<file path="src/rtl/iob2axi_burst_ctrl.sv">
// IOB-to-AXI burst controller: splits one transfer into AXI bursts that never
// cross a 4 KB page or exceed 2^AXI_LEN_W beats, launching one engine burst at a time.
module iob2axi_burst_ctrl #(
  parameter int AXI_ADDR_W = 32,
  parameter int DATA_W     = 32,
  parameter int AXI_LEN_W  = 8,
  parameter int NWORDS_W   = 16
) (
  input  logic                  clk,
  input  logic                  rst,
  input  logic                  start,
  input  logic                  dir,
  input  logic [AXI_ADDR_W-1:0] addr,
  input  logic [NWORDS_W-1:0]   nwords,
  output logic                  busy,
  output logic                  done,
  output logic                  error,
  output logic                  eng_run_rd,
  output logic                  eng_run_wr,
  output logic [AXI_ADDR_W-1:0] eng_addr,
  output logic [AXI_LEN_W-1:0]  eng_len,
  input  logic                  eng_ready,
  input  logic                  eng_error
);

  localparam int BYTE_SH = $clog2(DATA_W / 8);
  localparam int MAX_W   = (NWORDS_W > AXI_LEN_W) ? NWORDS_W : AXI_LEN_W;
  // Wide enough for the beat count, 2^AXI_LEN_W and a whole 4 KB page of beats
  localparam int CNT_W   = ((MAX_W > 13) ? MAX_W : 13) + 1;
  localparam logic [CNT_W-1:0] MAX_BEATS = CNT_W'(1) << AXI_LEN_W;

  typedef enum logic [2:0] {IDLE, CALC, ISSUE, WAIT, DONE} state_t;

  state_t                state_q, state_d;
  logic [AXI_ADDR_W-1:0] curAddr_q, curAddr_d;
  logic [CNT_W-1:0]      remaining_q, remaining_d;
  logic [CNT_W-1:0]      burst_q, burst_d;
  logic                  dir_q, dir_d;
  logic                  error_q, error_d;
  logic                  waitFirst_q, waitFirst_d;
  logic [AXI_ADDR_W-1:0] engAddr_q, engAddr_d;
  logic [AXI_LEN_W-1:0]  engLen_q, engLen_d;

  logic [12:0]           pageBytes;
  logic [CNT_W-1:0]      pageBeats;
  logic [CNT_W-1:0]      burstMin;
  logic [CNT_W-1:0]      remLeft;

  always_comb begin
    pageBytes = 13'h1000 - {1'b0, curAddr_q[11:0]};
    pageBeats = CNT_W'(pageBytes >> BYTE_SH);
    burstMin  = remaining_q;
    if (MAX_BEATS < burstMin) burstMin = MAX_BEATS;
    if (pageBeats < burstMin) burstMin = pageBeats;
  end

  always_comb begin
    state_d     = state_q;
    curAddr_d   = curAddr_q;
    remaining_d = remaining_q;
    burst_d     = burst_q;
    dir_d       = dir_q;
    error_d     = error_q;
    waitFirst_d = waitFirst_q;
    engAddr_d   = engAddr_q;
    engLen_d    = engLen_q;
    remLeft     = remaining_q - burst_q;
    case (state_q)
      IDLE: begin
        if (start) begin
          curAddr_d   = addr;
          remaining_d = CNT_W'(nwords);
          dir_d       = dir;
          error_d     = 1'b0;
          state_d     = (nwords == '0) ? DONE : CALC;
        end
      end
      CALC: begin
        burst_d   = burstMin;
        engAddr_d = curAddr_q;
        engLen_d  = AXI_LEN_W'(burstMin - CNT_W'(1));
        state_d   = ISSUE;
      end
      ISSUE: begin
        waitFirst_d = 1'b1;
        state_d     = WAIT;
      end
      WAIT: begin
        waitFirst_d = 1'b0;
        if (eng_error) error_d = 1'b1;
        // The engine may still show ready on the cycle right after launch
        if (!waitFirst_q && eng_ready) begin
          curAddr_d   = curAddr_q + AXI_ADDR_W'(burst_q << BYTE_SH);
          remaining_d = remLeft;
          state_d     = (remLeft == '0 || error_q || eng_error) ? DONE : CALC;
        end
      end
      DONE:    state_d = IDLE;
      default: state_d = IDLE;
    endcase
  end

  always_ff @(posedge clk or negedge rst) begin
    if (!rst) begin
      state_q     <= IDLE;
      curAddr_q   <= '0;
      remaining_q <= '0;
      burst_q     <= '0;
      dir_q       <= 1'b0;
      error_q     <= 1'b0;
      waitFirst_q <= 1'b0;
      engAddr_q   <= '0;
      engLen_q    <= '0;
    end else begin
      state_q     <= state_d;
      curAddr_q   <= curAddr_d;
      remaining_q <= remaining_d;
      burst_q     <= burst_d;
      dir_q       <= dir_d;
      error_q     <= error_d;
      waitFirst_q <= waitFirst_d;
      engAddr_q   <= engAddr_d;
      engLen_q    <= engLen_d;
    end
  end

  assign busy       = (state_q != IDLE);
  assign done       = (state_q == DONE);
  assign error      = error_q;
  assign eng_run_rd = (state_q == ISSUE) && !dir_q;
  assign eng_run_wr = (state_q == ISSUE) && dir_q;
  assign eng_addr   = engAddr_q;
  assign eng_len    = engLen_q;

endmodule

</file>
<file path="config.mk">
export PLATFORM = sky130hd
export DESIGN_NAME = iob2axi_burst_ctrl
export DESIGN_NICKNAME = d
export VERILOG_FILES = /design/src/rtl/iob2axi_burst_ctrl.sv
export SDC_FILE = /design/constraint.sdc
export NUM_CORES = 1
export LEC_CHECK = 0
export ABC_AREA = 0
export CAP_MARGIN = 20
export CORE_MARGIN = 2
export CORE_UTILIZATION = 55
export CTS_BUF_LIST = sky130_fd_sc_hd__clkbuf_8
export DETAILED_ROUTE_END_ITERATION = 7
export PLACE_DENSITY_LB_ADDON = 0.08
export SYNTH_ARGS = -nofsm -noshare
export SYNTH_HDL_FRONTEND = slang
export SYNTH_SLANG_ARGS = --single-unit
</file>
<file path="constraint.sdc">
create_clock -name clk -period 5.5 [get_ports clk]
set_input_delay 1.1 -clock clk [delete_from_list [all_inputs] [get_ports clk]]
set_output_delay 1.1 -clock clk [all_outputs]
set_load 0.005 [all_outputs]
</file>
==> metrics.txt <==
status=completed; R2R depth=16; Max clock buf depth=2; Post-DP HPWL=14900 µm; endpoints failing setup=0; Worst Max-Slew Pin Slew=1.06 ns; Hold Buf Count CTS=0; Nets=1046; Total Wirelength=19800 µm; PostCTS Resize Cnt=0; Max Slew Vio Count=0; vias per inst=5.84; dominant cells by area after synthesis=dfrtp_1, nand2_1, ha_1; total die area=14100 µm²; most frequent cells in the layout=nand2_1, dfrtp_1, clkdlybuf4s50_1; Synth async-reset ratio=1.00; Worst R2R End=eng_len[4]; io pins=99; synth-to-layout area growth=17.8%; CTS Sinks=112; TritonCTS buffer count=9; worst hold stages=2; reg2reg setup slack=0.94 ns; Finished Layout Cells=1123; pre-CTS worst setup slack=1.01 ns; Remaining Overflow, GRT=0; crit path DAT=4.83 ns; DRC viols=0; DP Area=8350 µm²; Yosys reg bits=112; Worst Setup End Kind=flop; Core Rows=41; commonest non-fill, non-tap cell in the layout=nand2_1; GRT Overall Usage=0.287; total iterations of the first detailed-routing run=5; DRT antenna net count=0; HP Start=eng_addr[10]; Synth Instances=866; fin crit share=0.829; sequential share of the synthesized area=0.388; Hold Vio Cnt, Final=0; Synth area leader=dfrtp_1; Hold WC Path Type=reg2reg; maximum vdd drop=0.399 mV; WL per Instance=17.6 µm; first-pass GRT wire length=32400 µm; Starting Density=0.568; pwr/cell area=617 nW/µm²; final core occ=0.670; max-cap viol count=0; clock latency on the worst-skew pair=0.39 ns; die height=119 µm; design area=8520 µm²; DR iter-0 viols=421; Setup Buffers After CTS=0; Ant. Diodes=0; Top FF cell, synth=dfrtp_1; Worst Path Required=5.77 ns; TritonCTS clock tree=done; top cell type's share of synthesized area=0.388; clock slew at reported path FFs=0.10 ns; leak pwr=3.81 nW; final setup margin=0.941 ns; Worst Hold End=eng_addr[10]; RSZ-0062 raised after global routing=no; Die Width=119 µm; number of synthesized flops with an enable pin=0; Core Region=12700 µm²; CP max FO=22; Final min period=4.56 ns; routability cong.=0.996; largest net degree at the start of global routing=76; post-synth cell types=66; cell count after placement=1107; clk_skew=0.00796 ns; vias in the first global route=6334; fmax=0.219 GHz; Crit Path Category=reg2reg; Reg-to-Reg Start=curAddr_q[2]; CP Launch Type=flop; synth warn=0; number of H-tree levels=3; Rel. slew slack=0.290; layout cells sized above 1=0.0473; initial antenna violation count=0; IO buf count=98; Post-Syn Area=7230 µm²; Mapped Avg Cell Area=8.35 µm²; Fin Setup TNS=0 ns; CTS Root Buffer Type=clkbuf_8; via count of the routed design=6562
-- kinds of logic after synthesis --
kind of cell             Yosys count  share of synthesized area
multiplexers                      12                     0.0171
AO/OA/AOI/OAI                    213                      0.193
XOR/XNOR                          40                     0.0485
flip-flops                       112                      0.388
buffers and inverters             68                     0.0360
AND/OR/NAND/NOR                  374                      0.235
other                              1                   0.000519
adder cells (fa/ha/maj)           46                     0.0817
-- flip-flops by register name, indices dropped and copies added (netlist names) --
signal       flops
waitFirst_q      1
eng_len          8
error            1
burst_q         17
curAddr_q       32
remaining_q     17
eng_addr        32
state_q          3
dir_q            1
-- layout make-up --
class,count,area [µm²]
fill,1120,4200
multi-input combinational,687,4180
timing repair buffer,106,1040
clock buffer,9,124
sequential,112,2800
inverter,30,113
clock inverter,7,47.5
tap,172,215
-- layer usage --
metal | up-vias | global-route usage | wire length, µm
met3 | 28 | 0.0584 | 1070
li1 | 3196 | - | -
met4 | 0 | 0.0751 | 370
met1 | 3145 | 0.402 | 9210
met2 | 193 | 0.453 | 9160
met5 | - | 0 | 0
-- synth_stat cells, types with 3 or more instances --
library cell  instances
a22oi_1              10
inv_1                29
nor2b_1              11
o21a_1               12
a22o_1                3
a31oi_1              10
nand2b_1              7
nand4_1              10
a211oi_1             10
o31a_1                3
or3_1                 3
ha_1                 44
dfrtp_1             112
and3_1               10
a211o_1               3
nand3_1              14
or2_2                 3
o21ai_1               3
xor2_1               15
nor4_1                6
a311oi_1              3
and4_1                6
o211ai_1              8
o21ai_0              58
xnor2_1              25
and2_1                7
a21oi_1              54
nor2_1               65
clkbuf_1             34
nand2_1             202
nor3_1               15
o31ai_1               5
a21o_1               12
mux2i_1              11
-- metrics by stage --
step	power [mW]	hold slack (ns)
5_1_grt	5.73	0.508
6_report	5.26	0.481
3_5_place_dp	4.78	0.463
3_3_place_gp	4.69	0.458
4_1_cts	5.25	0.488
2_1_floorplan	3.78	0.461
-- how the worst max path moves through the flow --
stage / startpoint / to / slack [ns] / depth (start not counted)
2_1_floorplan: curAddr_q[3] / eng_len[4] / 1.64 / 18
6_report: curAddr_q[2] / eng_len[4] / 0.94 / 16
3_5_place_dp: curAddr_q[2] / eng_len[4] / 1.01 / 16
3_3_place_gp: curAddr_q[2] / eng_len[4] / 1.10 / 16
4_1_cts: curAddr_q[2] / eng_len[4] / 0.96 / 16
5_1_grt: curAddr_q[2] / eng_len[4] / 0.52 / 17
-- power breakdown --
group	total [mW]	internal, mW	switching [mW]	leakage (nW)
clock	0.456	0.165	0.291	0.0908
combinational	3.24	1.42	1.82	2.32
sequential	1.56	1.18	0.389	1.40
-- critical path, cell delays in order (launching register included) --
cell	delay, ns
dfrtp_1	0.46
nor4_2	0.34
nand2b_1	0.18
nor3_2	0.19
nand2_1	0.14
or3_1	0.40
nor3_1	0.36
ha_1	0.32
nand4_1	0.10
nor2_1	0.08
a21oi_1	0.35
nand3_2	0.49
a31oi_1	0.40
ha_1	0.28
o211ai_1	0.12
xnor2_1	0.17
o21ai_1	0.07
Power figures use the tool's default switching activity.
